`src/rtl/sdrc_bist_pkg.sv`:
```
// Shared types, sizes and pattern function for the SDRAM controller BIST master.
// The expected-word function is the single source of truth for write and compare data.
package sdrc_bist_pkg;

    localparam int APP_AW    = 26;
    localparam int APP_DW    = 32;
    localparam int APP_BW    = 4;
    localparam int BL        = 9;
    localparam int BURST_LEN = 8;

    typedef enum logic [2:0] {
        S_IDLE,
        S_WAIT_INIT,
        S_WR_REQ,
        S_WR_DATA,
        S_RD_REQ,
        S_RD_DATA,
        S_DONE
    } state_t;

    typedef enum logic [1:0] {
        PAT_ADDR  = 2'b00,
        PAT_WALK  = 2'b01,
        PAT_CHK   = 2'b10,
        PAT_NADDR = 2'b11
    } pat_t;

    function automatic logic [APP_DW-1:0] pat_word(
        input logic [1:0]        sel,
        input logic [APP_AW-1:0] base,
        input logic [APP_AW-1:0] w
    );
        logic [APP_AW-1:0] a;
        logic [APP_DW-1:0] r;
        a = base + w;
        r = '0;
        unique case (sel)
            PAT_ADDR:  r = {{(APP_DW-APP_AW){1'b0}}, a};
            PAT_WALK:  r = 32'h1 << w[4:0];
            PAT_CHK:   r = w[0] ? 32'hAAAA5555 : 32'h5555AAAA;
            PAT_NADDR: r = ~{{(APP_DW-APP_AW){1'b0}}, a};
            default:   r = '0;
        endcase
        return r;
    endfunction

endpackage

```
`src/rtl/sdrc_bist_patgen.sv`:
```
// Registered pattern word: the write word in the write phase,
// the expected word in the read phase.
module sdrc_bist_patgen
    import sdrc_bist_pkg::*;
(
    input  logic              clk,
    input  logic              rst_n,
    input  logic              ld,
    input  logic [1:0]        sel,
    input  logic [APP_AW-1:0] base,
    input  logic [APP_AW-1:0] w,
    output logic [APP_DW-1:0] word
);

    logic [APP_DW-1:0] word_q;
    logic [APP_DW-1:0] word_d;

    always_comb begin
        word_d = word_q;
        if (ld) begin
            word_d = pat_word(sel, base, w);
        end
    end

    always_ff @(posedge clk or negedge rst_n) begin
        if (!rst_n) begin
            word_q <= '0;
        end else begin
            word_q <= word_d;
        end
    end

    assign word = word_q;

endmodule

```
`src/rtl/sdrc_bist_master.sv`:
```
// BIST initiator for the sdrc_core app port: writes a pattern in bursts,
// reads it back, compares every word and reports the result.
module sdrc_bist_master
    import sdrc_bist_pkg::*;
(
    input  logic              sdram_clk,
    input  logic              sdram_resetn,
    input  logic              sdr_init_done,
    input  logic              bist_start,
    input  logic [APP_AW-1:0] bist_base_addr,
    input  logic [7:0]        bist_num_bursts,
    input  logic [1:0]        bist_pattern_sel,
    output logic              app_req,
    output logic [APP_AW-1:0] app_req_addr,
    output logic [BL-1:0]     app_req_len,
    output logic              app_req_wr_n,
    input  logic              app_req_ack,
    output logic [APP_DW-1:0] app_wr_data,
    output logic [APP_BW-1:0] app_wr_en_n,
    input  logic              app_wr_next_req,
    input  logic              app_rd_valid,
    input  logic [APP_DW-1:0] app_rd_data,
    input  logic              app_last_rd,
    output logic              bist_busy,
    output logic              bist_done,
    output logic              bist_pass,
    output logic [15:0]       bist_err_cnt,
    output logic [APP_AW-1:0] bist_first_err_addr
);

    localparam logic [APP_AW-1:0] BLEN_W = APP_AW'(BURST_LEN);
    localparam logic [BL-1:0]     BLEN_B = BL'(BURST_LEN);

    state_t            state_q, state_d;
    logic [APP_AW-1:0] base_q, base_d;
    logic [7:0]        nb_q, nb_d;
    logic [1:0]        sel_q, sel_d;
    logic [7:0]        burst_q, burst_d;
    logic [BL-1:0]     beat_q, beat_d;
    logic              req_q, req_d;
    logic [APP_AW-1:0] addr_q, addr_d;
    logic              wr_n_q, wr_n_d;
    logic [APP_BW-1:0] en_n_q, en_n_d;
    logic              busy_q, busy_d;
    logic              done_q, done_d;
    logic              pass_q, pass_d;
    logic [15:0]       err_q, err_d;
    logic [APP_AW-1:0] ferr_q, ferr_d;

    logic              cmp_vld_q, cmp_vld_d;
    logic [APP_DW-1:0] cmp_data_q, cmp_data_d;
    logic [APP_DW-1:0] cmp_exp_q, cmp_exp_d;
    logic [APP_AW-1:0] cmp_addr_q, cmp_addr_d;
    logic              len_err_q, len_err_d;
    logic [APP_AW-1:0] len_addr_q, len_addr_d;

    logic              pg_ld;
    logic [APP_AW-1:0] pg_w;
    logic [APP_DW-1:0] word;

    logic [7:0]        burst_nxt;
    logic              last_burst;
    logic              last_beat;
    logic [APP_AW-1:0] w_b;
    logic [APP_AW-1:0] w_cur;
    logic [APP_AW-1:0] w_nb;
    logic [BL-1:0]     rd_cnt;
    logic              start_ok;
    logic              mis;
    logic [16:0]       sum;

    assign burst_nxt  = burst_q + 8'd1;
    assign last_burst = (burst_nxt == nb_q);
    assign last_beat  = (beat_q == BLEN_B - BL'(1));
    assign w_b        = APP_AW'(burst_q) * BLEN_W;
    assign w_cur      = w_b + APP_AW'(beat_q);
    assign w_nb       = APP_AW'(burst_nxt) * BLEN_W;
    assign rd_cnt     = beat_q + {{(BL-1){1'b0}}, app_rd_valid};
    assign start_ok   = bist_start && !busy_q &&
                        (state_q == S_IDLE || state_q == S_DONE);

    sdrc_bist_patgen u_patgen (
        .clk   (sdram_clk),
        .rst_n (sdram_resetn),
        .ld    (pg_ld),
        .sel   (sel_q),
        .base  (base_q),
        .w     (pg_w),
        .word  (word)
    );

    always_comb begin
        state_d    = state_q;
        base_d     = base_q;
        nb_d       = nb_q;
        sel_d      = sel_q;
        burst_d    = burst_q;
        beat_d     = beat_q;
        req_d      = req_q;
        addr_d     = addr_q;
        wr_n_d     = wr_n_q;
        en_n_d     = en_n_q;
        busy_d     = busy_q;
        done_d     = done_q;
        pass_d     = pass_q;
        ferr_d     = ferr_q;
        cmp_vld_d  = 1'b0;
        cmp_data_d = cmp_data_q;
        cmp_exp_d  = cmp_exp_q;
        cmp_addr_d = cmp_addr_q;
        len_err_d  = 1'b0;
        len_addr_d = len_addr_q;
        pg_ld      = 1'b0;
        pg_w       = w_cur;

        // Compare stage: up to two errors may land in one cycle.
        mis   = cmp_vld_q && (cmp_data_q != cmp_exp_q);
        sum   = {1'b0, err_q} + {16'b0, mis} + {16'b0, len_err_q};
        err_d = sum[16] ? 16'hFFFF : sum[15:0];
        if (err_q == '0 && (mis || len_err_q)) begin
            ferr_d = mis ? cmp_addr_q : len_addr_q;
        end

        unique case (state_q)
            S_IDLE: ;
            S_WAIT_INIT: begin
                if (sdr_init_done) begin
                    state_d = S_WR_REQ;
                    req_d   = 1'b1;
                    wr_n_d  = 1'b0;
                    addr_d  = base_q;
                    en_n_d  = '0;
                    pg_ld   = 1'b1;
                    pg_w    = '0;
                end
            end
            S_WR_REQ: begin
                if (app_req_ack) begin
                    state_d = S_WR_DATA;
                    req_d   = 1'b0;
                end
            end
            S_WR_DATA: begin
                if (app_wr_next_req) begin
                    pg_ld = 1'b1;
                    if (!last_beat) begin
                        beat_d = beat_q + BL'(1);
                        pg_w   = w_cur + APP_AW'(1);
                    end else if (!last_burst) begin
                        beat_d  = '0;
                        burst_d = burst_nxt;
                        state_d = S_WR_REQ;
                        req_d   = 1'b1;
                        addr_d  = base_q + w_nb;
                        pg_w    = w_nb;
                    end else begin
                        beat_d  = '0;
                        burst_d = '0;
                        state_d = S_RD_REQ;
                        req_d   = 1'b1;
                        wr_n_d  = 1'b1;
                        addr_d  = base_q;
                        en_n_d  = '1;
                        pg_w    = '0;
                    end
                end
            end
            S_RD_REQ: begin
                if (app_req_ack) begin
                    state_d = S_RD_DATA;
                    req_d   = 1'b0;
                end
            end
            S_RD_DATA: begin
                if (app_rd_valid) begin
                    cmp_vld_d  = 1'b1;
                    cmp_data_d = app_rd_data;
                    cmp_exp_d  = word;
                    cmp_addr_d = base_q + w_cur;
                    beat_d     = beat_q + BL'(1);
                    pg_ld      = 1'b1;
                    pg_w       = w_cur + APP_AW'(1);
                end
                if (app_last_rd) begin
                    len_err_d  = (rd_cnt != BLEN_B);
                    len_addr_d = base_q + w_b;
                    beat_d     = '0;
                    if (!last_burst) begin
                        burst_d = burst_nxt;
                        state_d = S_RD_REQ;
                        req_d   = 1'b1;
                        addr_d  = base_q + w_nb;
                        pg_ld   = 1'b1;
                        pg_w    = w_nb;
                    end else begin
                        state_d = S_DONE;
                    end
                end
            end
            S_DONE: begin
                busy_d = 1'b0;
                done_d = 1'b1;
                pass_d = (err_d == '0);
            end
            default: state_d = S_IDLE;
        endcase

        if (start_ok) begin
            base_d  = bist_base_addr;
            nb_d    = bist_num_bursts;
            sel_d   = bist_pattern_sel;
            burst_d = '0;
            beat_d  = '0;
            err_d   = '0;
            ferr_d  = '0;
            done_d  = 1'b0;
            pass_d  = 1'b0;
            busy_d  = 1'b1;
            state_d = (bist_num_bursts == 8'd0) ? S_DONE : S_WAIT_INIT;
        end
    end

    always_ff @(posedge sdram_clk or negedge sdram_resetn) begin
        if (!sdram_resetn) begin
            state_q    <= S_IDLE;
            base_q     <= '0;
            nb_q       <= '0;
            sel_q      <= '0;
            burst_q    <= '0;
            beat_q     <= '0;
            req_q      <= 1'b0;
            addr_q     <= '0;
            wr_n_q     <= 1'b1;
            en_n_q     <= '1;
            busy_q     <= 1'b0;
            done_q     <= 1'b0;
            pass_q     <= 1'b0;
            err_q      <= '0;
            ferr_q     <= '0;
            cmp_vld_q  <= 1'b0;
            cmp_data_q <= '0;
            cmp_exp_q  <= '0;
            cmp_addr_q <= '0;
            len_err_q  <= 1'b0;
            len_addr_q <= '0;
        end else begin
            state_q    <= state_d;
            base_q     <= base_d;
            nb_q       <= nb_d;
            sel_q      <= sel_d;
            burst_q    <= burst_d;
            beat_q     <= beat_d;
            req_q      <= req_d;
            addr_q     <= addr_d;
            wr_n_q     <= wr_n_d;
            en_n_q     <= en_n_d;
            busy_q     <= busy_d;
            done_q     <= done_d;
            pass_q     <= pass_d;
            err_q      <= err_d;
            ferr_q     <= ferr_d;
            cmp_vld_q  <= cmp_vld_d;
            cmp_data_q <= cmp_data_d;
            cmp_exp_q  <= cmp_exp_d;
            cmp_addr_q <= cmp_addr_d;
            len_err_q  <= len_err_d;
            len_addr_q <= len_addr_d;
        end
    end

    assign app_req             = req_q;
    assign app_req_addr        = addr_q;
    assign app_req_len         = BLEN_B;
    assign app_req_wr_n        = wr_n_q;
    assign app_wr_data         = word;
    assign app_wr_en_n         = en_n_q;
    assign bist_busy           = busy_q;
    assign bist_done           = done_q;
    assign bist_pass           = pass_q;
    assign bist_err_cnt        = err_q;
    assign bist_first_err_addr = ferr_q;

endmodule

```
`config.mk`:
```
export PLATFORM = sky130hd
export DESIGN_NAME = sdrc_bist_master
export DESIGN_NICKNAME = d
export VERILOG_FILES = /design/src/rtl/sdrc_bist_pkg.sv /design/src/rtl/sdrc_bist_patgen.sv /design/src/rtl/sdrc_bist_master.sv
export SDC_FILE = /design/constraint.sdc
export NUM_CORES = 1
export LEC_CHECK = 0
export ABC_AREA = 1
export CORE_MARGIN = 2
export CORE_UTILIZATION = 29
export CTS_BUF_LIST = sky130_fd_sc_hd__clkbuf_2 sky130_fd_sc_hd__clkbuf_4 sky130_fd_sc_hd__clkbuf_8
export CTS_CLUSTER_DIAMETER = 60
export DETAILED_ROUTE_END_ITERATION = 10
export GPL_ROUTABILITY_DRIVEN = 0
export PLACE_DENSITY = 0.52
export SLEW_MARGIN = 20
export SYNTH_ARGS = -nofsm -noshare
export SYNTH_HDL_FRONTEND = slang
export SYNTH_SLANG_ARGS = --single-unit
export TNS_END_PERCENT = 50
```
`constraint.sdc`:
```
create_clock -name sdram_clk -period 4.9 [get_ports sdram_clk]
set_input_delay 0.98 -clock sdram_clk [delete_from_list [all_inputs] [get_ports sdram_clk]]
set_output_delay 0.98 -clock sdram_clk [all_outputs]
set_load 0.01 [all_outputs]
```
Word level (Yosys, flattened, before mapping)
Index checks and enable logic that the tools add are counted.

Register bits: 283. Bits of input ports: 76. Output and inout port bits: 118. Word-level logic and storage cells: 170.

Add/sub/neg operators: 11. Eq/ne operators: 29. Shift-type cells: 1. Muxes and demuxes: 78. Bitwise logic cells: 1. Reduce and logical (&&, ||, !) cells: 28.

Operators by type and width (number): $mux W26 (11); $pmux W26 S3 (2); $pmux W32 S4 (1); $add A26 B11 Y26 (2); $mux W8 (6); $mux W9 (5); $mux W13 (3); $logic_not A16 Y1 (2); $mux W16 (2); $mux W32 (1); $ne A32 B32 Y1 (1); $not A26 Y32 (1); $shl A1 B5 Y32 const A (1); $mux W3 (9); $add A26 B12 Y26 (1); $add A26 B26 Y26 (1); $mux W1 (24); $ne A3 B3 Y1 const B (7); $pmux W3 S6 (1); $pmux W9 S2 (1); $add A16 B1 Y17 (1); $add A17 B1 Y17 (1); $mux W4 (4); $pmux W8 S2 (1); other kinds (38) (59).

Longest topological paths before layout
Depth after elaboration: 9. Depth in mapped cells: 32. Mapped depth without buffers: 32.

Hierarchy
From an unflattened synthesis, not the netlist that was laid out.

Cell total of the unflattened synthesis: 2866. Area total of the unflattened synthesis: 19287.2 µm².

Modules (own cells, without submodules): sdrc_bist_master (instances 1, cells each 2204, area an instance 15469.8 µm², seq. area each 6182.2 µm²); sdrc_bist_patgen (instances 1, cells each 662, area an instance 3817.4 µm², seq. area each 800.8 µm²).

Worst setup path before layout
Ideal clock, no wire load.

Kind: input to register. Start point: input app_rd_valid. End point: register u_patgen.word_q[20], in the netlist u_patgen.word[20]. Library setup time: 0.066 ns. Arrival: 4.122 ns. Required time: 4.834 ns. Slack: 0.713 ns. Stages: 20. Buffers on the path: 2. Cell sequence: clkbuf_1 -> inv_1 -> nor2_1 -> clkinv_1 -> nand4_1 -> clkbuf_1 -> o221ai_1 -> ha_1 -> nand2_1 -> nor2_1 -> a21oi_1 -> o21ai_0 -> nand2_1 -> o21ai_0 -> nand3_1 -> nand2_1 -> nor2_1 -> nand2_1 -> nand2_1 -> nand2_1.

Cells in the longest elaborated chain, start to end: 7. Elaborated cells on any way between the ends: 13. Classes of those cells: add/sub: 1; shift: 1; mux: 10; bitwise: 1.

RTL lines: start, declared (line sdrc_bist_master.sv:21) `input logic app_rd_valid,`; $mux W13 (line sdrc_bist_master.sv:175) `if (app_rd_valid) begin`; $mux W26 (line sdrc_bist_master.sv:188) `if (!last_burst) begin`; $mux W26 (line sdrc_bist_master.sv:184) `if (app_last_rd) begin`; $pmux W26 S3 (line sdrc_bist_master.sv:124) `unique case (state_q)`; $add A26 B26 Y26 (line sdrc_bist_pkg.sv:35) `a = base + w;`; $not A26 Y32 (line sdrc_bist_pkg.sv:41) `PAT_NADDR: r = ~{{(APP_DW-APP_AW){1'b0}}, a};`; $pmux W32 S4 (line sdrc_bist_pkg.sv:37) `unique case (sel)`; end signal, assigned (line sdrc_bist_patgen.sv:29) `word_q <= word_d;`; end, declared (line sdrc_bist_patgen.sv:15) `logic [APP_DW-1:0] word_q;`.

Parallel ways exist; a longest one is shown, timed or not. A chain may end at the register's enable or synchronous reset.

Final worst setup path
Start point: register burst_q[0]. End point: register u_patgen.word_q[24], in the netlist u_patgen.word[24].

Cells in the longest elaborated chain, start to end: 9. Elaborated cells on any way between the ends: 20. Classes of those cells: add/sub: 4; eq/ne: 1; shift: 1; mux: 13; bitwise: 1.

RTL lines: start, declared (line sdrc_bist_master.sv:38) `logic [7:0] burst_q, burst_d;`; start signal, assigned (line sdrc_bist_master.sv:251) `burst_q <= burst_d;`; $add A11 B9 Y12 or $add A8 B1 Y8 (tied branches) (line sdrc_bist_master.sv:76, sdrc_bist_master.sv:72); $add A12 B1 Y13 or $eq A8 B8 Y1 (tied branches) (line sdrc_bist_master.sv:148, sdrc_bist_master.sv:182, sdrc_bist_master.sv:73); $mux W13 or $mux W11 (tied branches) (line sdrc_bist_master.sv:175, sdrc_bist_master.sv:149); $mux W26 or $mux W13 (tied branches) (line sdrc_bist_master.sv:188, sdrc_bist_master.sv:146); $mux W26 or $mux W13 (tied branches) (line sdrc_bist_master.sv:184, sdrc_bist_master.sv:144); $pmux W26 S3 (line sdrc_bist_master.sv:124); $add A26 B26 Y26 (line sdrc_bist_pkg.sv:35); $not A26 Y32 (line sdrc_bist_pkg.sv:41); $pmux W32 S4 (line sdrc_bist_pkg.sv:37).

Parallel ways exist; a longest one is shown, timed or not.

==> out/results.ini <==
[final_layout]
syn_to_final_growth_pct = 23.5
seqCellArea_mm2 = 0.00699
nets = 2651
fin_cells = 3323
fillers = 6031
final_layout_size_suffix_gt1_share_pct = 7.20
multi_input_area_mm2 = 0.00879
layout.core_utilization_pct = 36.2

[timing]
max_slew.worst_pin.slew_ns = 1.06
final_hold_viol_count = 0
fmax_mhz = 216
slew_headroom_pct = 28.8
tns_ns = 0
fin_crit_sh_pct = 94.7
finalCriticalPeriod_ns = 4.64
drv_slew = 0
finalSetupViolations = 0
skew_ns = 0.0312

[cts]
clock_latency_ns = 0.64
htree_levels = 2
cts_tree = done
root_buffer = clkbuf_8
path_clk_slew_ns = 0.07
cts_made_buffers = 52
cts_num_sinks = 279
cts_buffer_depth = 3

[setup_path]
critPathKind = register to register
worstReg2RegStart = burst_q[0]
worst_setup_path_start_kind = register
end_kind = register
crit_fanout = 6
max_stage_delay_ns = 0.50
r2r_slack_ns = 0.26
crit_slowest_cell = fa_1
r2r-end = u_patgen.word[24]
crit_arrival_ns = 5.20
crit_top_cell = nand2_1
cp.required_ns = 5.46
r2r_cells = 28

[global_routing]
track_usage_pct = 19.1
antenna_found_initial = 4
grt_remaining_overflow = 0
grt_first_pass_wirelength_um = 90000
first_global_vias = 15700
grt_max_degree = 97

[logic_synthesis]
synth.distinct_cells = 53
avgSynthCellArea_um2 = 7.26
async_reset_ff_share_pct = 100
netlist_top_cells_area = dfrtp_1 (41%), nand2_1 (18%), nor2_1 (5.5%)
synth_flop_cell = dfrtp_1
syn-instance-count = 2324
yosysSeqAreaShare_pct = 41.4
synth_edf_count = 0
synth_top_area_cell = dfrtp_1
ys_ff_latch = 279
syn-cell-area_mm2 = 0.0169
ys.warnings.count = 0
synth_top_area_share_pct = 41.3

[floorplan]
ios = 194
start_util_pct = 29.3
dieArea_mm2 = 0.0601
die_h_um = 245
rows = 88
core_mm2 = 0.0576
die_w_um = 245

[detailed_routing]
routed_via_density = 4.82
first_pass_iters = 6
finalWirelength_um = 57300
routedWlPerCell_um = 17.2
drtIter0Drc = 1365
drc_errors = 0
ant_nets = 0
num_vias = 16000

[power]
peakVddDrop_v = 0.000209
power.leakage_nw = 10.2
powerDensity_mw_per_mm2 = 651
finalPower_mw = 13.6

[outcome]
status = finished clean

[place]
dpl.cell_count = 3228
hpwl_um = 42800
io_buffers = 184

[run]
drv_cap = 0

[worst_hold_path]
hp-class = primary input to async pin

## power by group
part	switching (mW)	total, mW	internal (mW)
clock network	1.06	2.55	1.49
logic	4.16	6.71	2.55
registers	0.994	4.29	3.29
## cell type report
type,count,area share [%]
clock buffers,77,4.73
repair buffers,223,10.5
inverters,200,3.60
flip-flops and latches,279,33.5
clock inverters,14,0.835
diodes,4,0.0481
multi-input cells,1761,42.2
well taps,765,4.59
## per-stage QoR
step,instance area [um^2],worst slack [ns],hold slack (ns)
6_report,20800,0.261,0.344
5_1_grt,20800,-0.000199,0.384
4_1_cts,20800,0.0921,0.347
3_5_place_dp,19600,0.102,0.470
3_3_place_gp,19600,0.203,0.468
2_1_floorplan,16900,0.713,0.442
## synthesized netlist by cell type (6+ instances only)
| cell type | number |
|---|---|
| buf_4 | 18 |
| inv_2 | 9 |
| nand2_1 | 792 |
| nand4_1 | 15 |
| xnor2_1 | 22 |
| buf_1 | 6 |
| xor2_1 | 90 |
| dfrtp_1 | 278 |
| a21oi_1 | 62 |
| ha_1 | 52 |
| a31oi_1 | 10 |
| nor3_1 | 24 |
| nand3_1 | 140 |
| nor4_1 | 18 |
| o21ai_0 | 181 |
| buf_2 | 6 |
| inv_1 | 189 |
| nor2_1 | 249 |
| o22a_1 | 9 |
| fa_1 | 6 |
| clkbuf_1 | 62 |
## metal layers
layer / part of all wire (%) / up-vias / GRT usage (%) / routed length, um
li1: - / 7835 / - / -
met1: 46 / 7597 / 26.2 / 26500
met2: 45 / 482 / 29.7 / 25700
met3: 5.8 / 115 / 3.48 / 3300
met4: 3.3 / 0 / 7.21 / 1870
met5: 0 / - / 0 / 0
## worst max-delay path, delay by kind of cell, from the launching register on
family                   cells  cell delay [ns]
buffers and inverters        4             0.38
flip-flops                   1             0.46
XOR/XNOR                     1             0.27
AND/OR/NAND/NOR             15             1.49
AO/OA/AOI/OAI                5             0.86
adder cells (fa/ha/maj)      3             1.11
## registers in the layout, indices dropped and copies added, names as in the netlist
register,cells
len_addr_q,26
app_req,1
bist_first_err_addr,26
cmp_vld_q,1
cmp_exp_q,32
app_req_addr,26
beat_q,9
base_q,26
burst_q,8
app_wr_en_n,1
bist_done,1
len_err_q,1
u_patgen.word,32
bist_busy,1
state_q,3
nb_q,8
bist_err_cnt,16
cmp_addr_q,26
bist_pass,1
sel_q,2
cmp_data_q,32
## kinds of logic (layout without fill, tap and decap cells)
logic type	Yosys count	in the layout	share of synthesized area (%)
AND/OR/NAND/NOR	1263	1263	30.5
AO/OA/AOI/OAI	318	318	10.7
buffers and inverters	292	514	6.95
adder cells (fa/ha/maj)	58	58	4.57
XOR/XNOR	112	112	5.82
flip-flops	279	279	41.4
other	2	14	0.0445
## worst max path at each step
stage / slack (ns) / to / cells after the start / from
after floorplan: 0.71 / u_patgen.word[20] / 20 / app_rd_valid
after global placement: 0.20 / u_patgen.word[16] / 24 / app_wr_next_req
after detailed placement: 0.10 / u_patgen.word[16] / 21 / app_last_rd
after CTS: 0.09 / u_patgen.word[16] / 28 / burst_q[0]
after global routing: -0.0002 / u_patgen.word[24] / 27 / burst_q[0]
final: 0.26 / u_patgen.word[24] / 28 / burst_q[0]
## cells in the final DEF, fill, tap and decap left out, types with 7 or more instances in the layout
cell and count:
nand2_1 792, dfrtp_1 275, nor2_1 245, inv_1 187, clkdlybuf4s50_1 183, o21ai_0 177
nand3_1 139, xor2_1 88, clkbuf_8 65, a21oi_1 61, ha_1 52, buf_4 36
nor3_1 24, xnor2_1 22, nor4_1 18, nand4_1 15, clkbuf_4 12, inv_2 11
conb_1 10, a31oi_1 9, o22a_1 9, clkinv_2 9, o21ai_1 7, nor2_2 7
## what timing repair did
item | 4_1_cts | 5_1_grt
setup endpoints to repair | 0 | 11
endpoints found under the hold margin | 0 | 0
setup buffers | 0 | 0
hold buffers | 0 | 0
gates resized for setup | 0 | 14
Power figures use the tool's default switching activity.
